$ cat src/rtl/rv32_dmem_pkg.sv
// rv32_dmem_pkg: funct3 codes, byte-enable patterns, FSM encoding and legality check for the data-memory bridge
package rv32_dmem_pkg;
  localparam logic [2:0] F3_LB = 3'b000, F3_LH = 3'b001, F3_LW = 3'b010, F3_LBU = 3'b100, F3_LHU = 3'b101;
  localparam logic [2:0] F3_SB = 3'b000, F3_SH = 3'b001, F3_SW = 3'b010;
  localparam logic [3:0] BE_B = 4'b0001, BE_H = 4'b0011, BE_W = 4'b1111;
  typedef enum logic [1:0] {IDLE = 2'd0, REQ = 2'd1, WAIT = 2'd2, DONE = 2'd3} state_t;
  function automatic logic legal_access(input logic we, input logic [2:0] f3, input logic [1:0] off);
    logic ok_f3, mis;
    ok_f3 = we ? (f3 inside {F3_SB, F3_SH, F3_SW}) : (f3 inside {F3_LB, F3_LH, F3_LW, F3_LBU, F3_LHU});
    mis = (f3[1:0] == 2'b01 && off[0]) || (f3[1:0] == 2'b10 && off != 2'b00);
    return ok_f3 && !mis;
  endfunction
endpackage

$ cat src/rtl/rv32_lsu_align.sv
// rv32_lsu_align: store byte-enable/lane replication and load byte/half extraction with sign or zero extension
module rv32_lsu_align
  import rv32_dmem_pkg::*;
(
  input  logic        we,
  input  logic [2:0]  funct3,
  input  logic [1:0]  off,
  input  logic [31:0] wdata,
  input  logic [31:0] rdata,
  output logic [3:0]  be,
  output logic [31:0] wdata_lane,
  output logic [31:0] rdata_fmt
);
  logic [7:0]  b;
  logic [15:0] h;
  always_comb begin
    b = rdata[{off, 3'b000} +: 8];
    h = off[1] ? rdata[31:16] : rdata[15:0];
    be = !we ? BE_W : funct3[1:0] == 2'b00 ? BE_B << off : funct3[1:0] == 2'b01 ? BE_H << off : BE_W;
    wdata_lane = !we ? '0 : funct3[1:0] == 2'b00 ? {4{wdata[7:0]}} : funct3[1:0] == 2'b01 ? {2{wdata[15:0]}} : wdata;
    rdata_fmt = funct3[1:0] == 2'b00 ? {{24{b[7] & ~funct3[2]}}, b} :
                funct3[1:0] == 2'b01 ? {{16{h[15] & ~funct3[2]}}, h} : rdata;
  end
endmodule

$ cat src/rtl/rv32_dmem_bridge.sv
// rv32_dmem_bridge: turns the core's load/store into one outstanding valid/ready bus transaction, stalling the core until done
module rv32_dmem_bridge
  import rv32_dmem_pkg::*;
#(
  parameter int TIMEOUT_CYCLES = 256
) (
  input  logic        clk,
  input  logic        reset_n,
  input  logic [31:0] core_addr,
  input  logic        core_mem_read,
  input  logic        core_mem_write,
  input  logic [2:0]  core_funct3,
  input  logic [31:0] core_wdata,
  output logic [31:0] core_rdata,
  output logic        core_stall,
  output logic        core_fault,
  output logic        bus_req_valid,
  input  logic        bus_req_ready,
  output logic [31:0] bus_req_addr,
  output logic        bus_req_we,
  output logic [3:0]  bus_req_be,
  output logic [31:0] bus_req_wdata,
  input  logic        bus_rsp_valid,
  input  logic [31:0] bus_rsp_rdata,
  input  logic        bus_rsp_err
);
  localparam int CW = TIMEOUT_CYCLES > 1 ? $clog2(TIMEOUT_CYCLES) : 1;
  state_t state, state_nx;
  logic [CW-1:0] cnt;
  logic [2:0] f3_q, a_f3;
  logic [1:0] off_q, a_off;
  logic [31:0] rdata_q, al_wdata, al_rdata;
  logic [3:0] al_be;
  logic err_q, access, legal, timeout, a_idle, a_we;
  always_comb begin
    access = core_mem_read | core_mem_write;
    legal = legal_access(core_mem_write, core_funct3, core_addr[1:0]);
    timeout = TIMEOUT_CYCLES != 0 && cnt == CW'(TIMEOUT_CYCLES - 1);
    a_idle = state == IDLE;
    a_we = a_idle ? core_mem_write : bus_req_we;
    a_f3 = a_idle ? core_funct3 : f3_q;
    a_off = a_idle ? core_addr[1:0] : off_q;
  end
  rv32_lsu_align u_align (
    .we(a_we), .funct3(a_f3), .off(a_off), .wdata(core_wdata), .rdata(rdata_q),
    .be(al_be), .wdata_lane(al_wdata), .rdata_fmt(al_rdata)
  );
  always_ff @(posedge clk or negedge reset_n)
    if (!reset_n) state <= IDLE;
    else state <= state_nx;
  always_comb begin
    state_nx = state;
    case (state)
      IDLE:    state_nx = access && legal ? REQ : IDLE;
      REQ:     state_nx = bus_req_ready ? WAIT : REQ;
      WAIT:    state_nx = bus_rsp_valid || timeout ? DONE : WAIT;
      default: state_nx = IDLE;
    endcase
  end
  always_comb begin
    bus_req_valid = state == REQ;
    core_stall = reset_n && access && legal && state != DONE;
    core_fault = reset_n && (state == DONE ? err_q : a_idle && access && !legal);
    core_rdata = reset_n && state == DONE && !err_q ? al_rdata : '0;
  end
  always_ff @(posedge clk or negedge reset_n)
    if (!reset_n) begin
      bus_req_addr <= '0;
      bus_req_we <= 1'b0;
      bus_req_be <= '0;
      bus_req_wdata <= '0;
      f3_q <= '0;
      off_q <= '0;
      rdata_q <= '0;
      err_q <= 1'b0;
      cnt <= '0;
    end else begin
      if (a_idle && access && legal) begin
        bus_req_addr <= {core_addr[31:2], 2'b00};
        bus_req_we <= core_mem_write;
        bus_req_be <= al_be;
        bus_req_wdata <= al_wdata;
        f3_q <= core_funct3;
        off_q <= core_addr[1:0];
      end
      cnt <= state == WAIT ? cnt + 1'b1 : '0;
      if (state == WAIT && (bus_rsp_valid || timeout)) begin
        err_q <= bus_rsp_valid ? bus_rsp_err : 1'b1;
        rdata_q <= bus_rsp_valid ? bus_rsp_rdata : rdata_q;
      end
    end
endmodule
$ cat config.mk
export PLATFORM = sky130hd
export DESIGN_NAME = rv32_dmem_bridge
export DESIGN_NICKNAME = d
export VERILOG_FILES = /design/src/rtl/rv32_dmem_pkg.sv /design/src/rtl/rv32_lsu_align.sv /design/src/rtl/rv32_dmem_bridge.sv
export SDC_FILE = /design/constraint.sdc
export NUM_CORES = 1
export LEC_CHECK = 0
export CORE_UTILIZATION = 41
export DETAILED_ROUTE_END_ITERATION = 7
export PLACE_DENSITY = 0.78
export SKIP_CTS_REPAIR_TIMING = 1
export SYNTH_ARGS = -nofsm -noshare
export SYNTH_HDL_FRONTEND = slang
export SYNTH_SLANG_ARGS = --single-unit
$ cat constraint.sdc
create_clock -name clk -period 3.25 [get_ports clk]
set_clock_uncertainty 0.2 [all_clocks]
set_input_delay 0.8125 -clock clk [delete_from_list [all_inputs] [get_ports clk]]
set_output_delay 0.8125 -clock clk [all_outputs]
set_load 0.01 [all_outputs]
==> out/qor.yml, run 1 <==
layout_commonest_cell: "nand2_1"
synthCells: 602
fin_crit_ns: 3.64
synth-compound-area-share_pct: 12.0
critPathMaxFanout: 6
critPathArrivalTime_ns: 2.62
htree_levels: 4
die_x_um: 120
groute.usage.overall_pct: 25.7
failed_checks: "setup timing"
tns_ns: -6.94
avgSynthCellArea_um2: 9.52
cts_sinks: 115
pwr-share-seq_pct: 27.8
total_power_mw: 9.47
clkTransAtPathRegs_ns: 0.05
synth_fa_ha_area_share_pct: 1.09
yosys.area_share.simple_pct: 19.9
drv_cap: 0
initial_core_util_pct: 42.6
drc: 0
relSlewSlack_pct: 58.4
ys_seq_area_share_pct: 50.2
maxSlewViolCount: 0
grt_pass1_vias: 5535
num-nets-final: 972
ys_warn_count: 0
critPathLaunchType: "input pin"
critPathRequiredTime_ns: 2.24
grt_max_degree: 118
die_area_mm2: 0.0145
wl_per_cell_um: 18.2
dp_hpwl_um: 13000
synth_top_family_by_area: "simple AND/OR/NAND/NOR gates"
intPower_mw: 6.08
p_leak_nw: 4.36
cts_buffers: 17
worst_setup_path_end_kind: "output port"
synth_ff_type: "dfrtp_1"
vias: 5600
synth-seq-cells: 115
portBuffers: 207
synth_edf_count: 0
cts_tree: "done"
async_reset_ff_share_pct: 100
netlist_area_mm2: 0.00573
wirelength_um: 19200
synth_xor_area_share_pct: 0.917
finalSetupViolations: 32
hold_ws_ns: 0.265
syn_to_final_growth_pct: 65.5
hold_class: "reg -> reg"
final_cell_mix: "nand2_1 (177), clkdlybuf4s50_1 (167), dfrtp_1 (113)"
hold_violations: 0
p_comb_share_pct: 49.3
clockPowerShare_pct: 22.8
ir_drop_mv: 0.421
clockRootBuffer: "clkbuf_16"
overflow: 0
drtIter0Drc: 403
path_class: "in -> out"
dp_cells: 1006
p_switching_mw: 3.39
fin_crit_sh_pct: 112
fp-row-count: 42
ant_nets: 0
cts_buffer_depth: 2
timing.fmax_mhz: 275
yosysUniqueCellTypes: 49
p_sw_share_pct: 35.8
place.gp.congestion: 0.863
powerDensity_mw_per_mm2: 998
status: "complete, but fails checks"
fp.coreArea_mm2: 0.0135
rsz0062_at_grt: "true"
die_y_um: 120
synthMuxAreaShare_pct: 12.4
layout-drive-gt1-share_pct: 27.6
fin_cells: 1051
fin_ws_ns: -0.387
clock_latency_ns: 0.41
grt_pass1_wl_um: 28500
firstDrtPassIters: 5
num_io_pins: 210
worstMarginPinSlew_ns: 0.623
fin_util_pct: 70.5
vias_per_cell: 5.33
antenna_found_initial: 2
==> layout make-up <==
type	count	area, um^2
Antenna cell	2	5.00
Fill cell	986	3970
Multi-Input combinational cell	445	3010
Tap cell	176	220
Sequential cell	115	2880
Clock buffer	22	484
Clock inverter	9	199
Timing Repair Buffer	278	2670
Inverter	4	17.5
==> layer usage <==
layer | GRT usage (%) | share of wire, % | vias up
met4 | 11.3 | 3.1 | 0
met5 | 0 | 0 | -
met3 | 6.98 | 6.7 | 57
met1 | 32.9 | 41 | 2699
li1 | - | - | 2603
met2 | 40.7 | 49 | 241
==> registers in the layout, indices dropped and copies added (netlist names) <==
name           count
err_q              1
bus_req_be         4
bus_req_addr      30
rdata_q           32
f3_q               3
state              2
bus_req_we         1
bus_req_wdata     32
off_q              2
cnt                8
==> power groups by stage <==
stage,logic (mW),clock network (mW),registers [mW]
floorplan,2.01,0,2.66
global placement,3.96,0,2.58
detailed placement,4.08,0,2.61
CTS,4.10,2.18,2.60
global route,5.00,2.25,2.71
finish,4.67,2.16,2.63
==> through the flow <==
stage / area (um^2) / worst slack [ns]
5_1_grt: 9490 / -0.442
2_1_floorplan: 5850 / -0.0372
6_report: 9490 / -0.387
3_3_place_gp: 8500 / -1.14
3_5_place_dp: 8500 / -1.17
4_1_cts: 9190 / -1.17
==> logic make-up (layout without fill, tap and decap cells) <==
kind of cell | after synthesis | count (layout)
DFF | 115 | 115
xor gates and xnor gates | 6 | 6
AOI/OAI and AO/OA | 97 | 97
other | 1 | 4
buffers and inverters | 43 | 313
and+or+nand+nor | 269 | 269
muxes | 66 | 66
adders and majority gates | 5 | 5
==> cells in the mapped netlist (2+ instances only) <==
library cell,count,area [um^2]
mux2_2,41,462
nor4_1,4,25.0
o21ai_0,18,90.1
xnor2_1,3,26.3
nor2_1,35,131
o21ai_1,4,20.0
nor3b_1,2,15.0
buf_4,3,22.5
nand2_1,178,668
nor2b_1,2,12.5
clkbuf_1,28,105
nand2b_1,6,37.5
a222oi_1,8,80.1
buf_1,2,7.51
nand3_1,13,65.1
dfrtp_1,115,2880
a211oi_1,7,52.6
a22o_1,16,140
nor3_1,20,100
o22ai_1,2,12.5
buf_6,3,33.8
a31oi_1,4,25.0
ha_1,5,62.6
a2bb2o_1,6,60.1
inv_1,4,15.0
xor2_1,3,26.3
buf_2,3,15.0
mux2i_1,25,250
a21oi_1,22,110
==> final timing paths <==
path	from	end	slack [ns]	depth (start not counted)
worst max-delay path	core_funct3[0]	core_rdata[11]	-0.39	9
worst min-delay path	cnt[0]$_DFF_PN0_	cnt[0]$_DFF_PN0_	0.26	1
worst max register to register	state[1]$_DFF_PN0_	bus_req_be[2]$_DFFE_PN0P_	0.95	9
worst min register to register	cnt[0]$_DFF_PN0_	cnt[0]$_DFF_PN0_	0.26	1
max in group asynchronous	reset_n	rdata_q[25]$_DFFE_PN0P_	2.00	3
min in group asynchronous	reset_n	rdata_q[2]$_DFFE_PN0P_	0.37	3
==> worst max-delay path, cell delays in order <==
cell and delay [ns]:
clkbuf_2 0.20, or4b_4 0.51, o21a_4 0.16, nor2_8 0.15, buf_12 0.15, buf_12 0.12, mux2i_1 0.27, o21ai_1 0.10
buf_2 0.15
No activity file was read; power rests on OpenSTA's default activity.
==> run 2: changes to the inputs <==
--- a/config.mk
+++ b/config.mk
@@ -9,6 +9,7 @@
 export DETAILED_ROUTE_END_ITERATION = 7
 export PLACE_DENSITY = 0.78
 export SKIP_CTS_REPAIR_TIMING = 1
+export SLEW_MARGIN = 40
 export SYNTH_ARGS = -nofsm -noshare
 export SYNTH_HDL_FRONTEND = slang
 export SYNTH_SLANG_ARGS = --single-unit
==> results of run 2 <==
No change in the layout: final DEF, timing and power equal those of run 1.
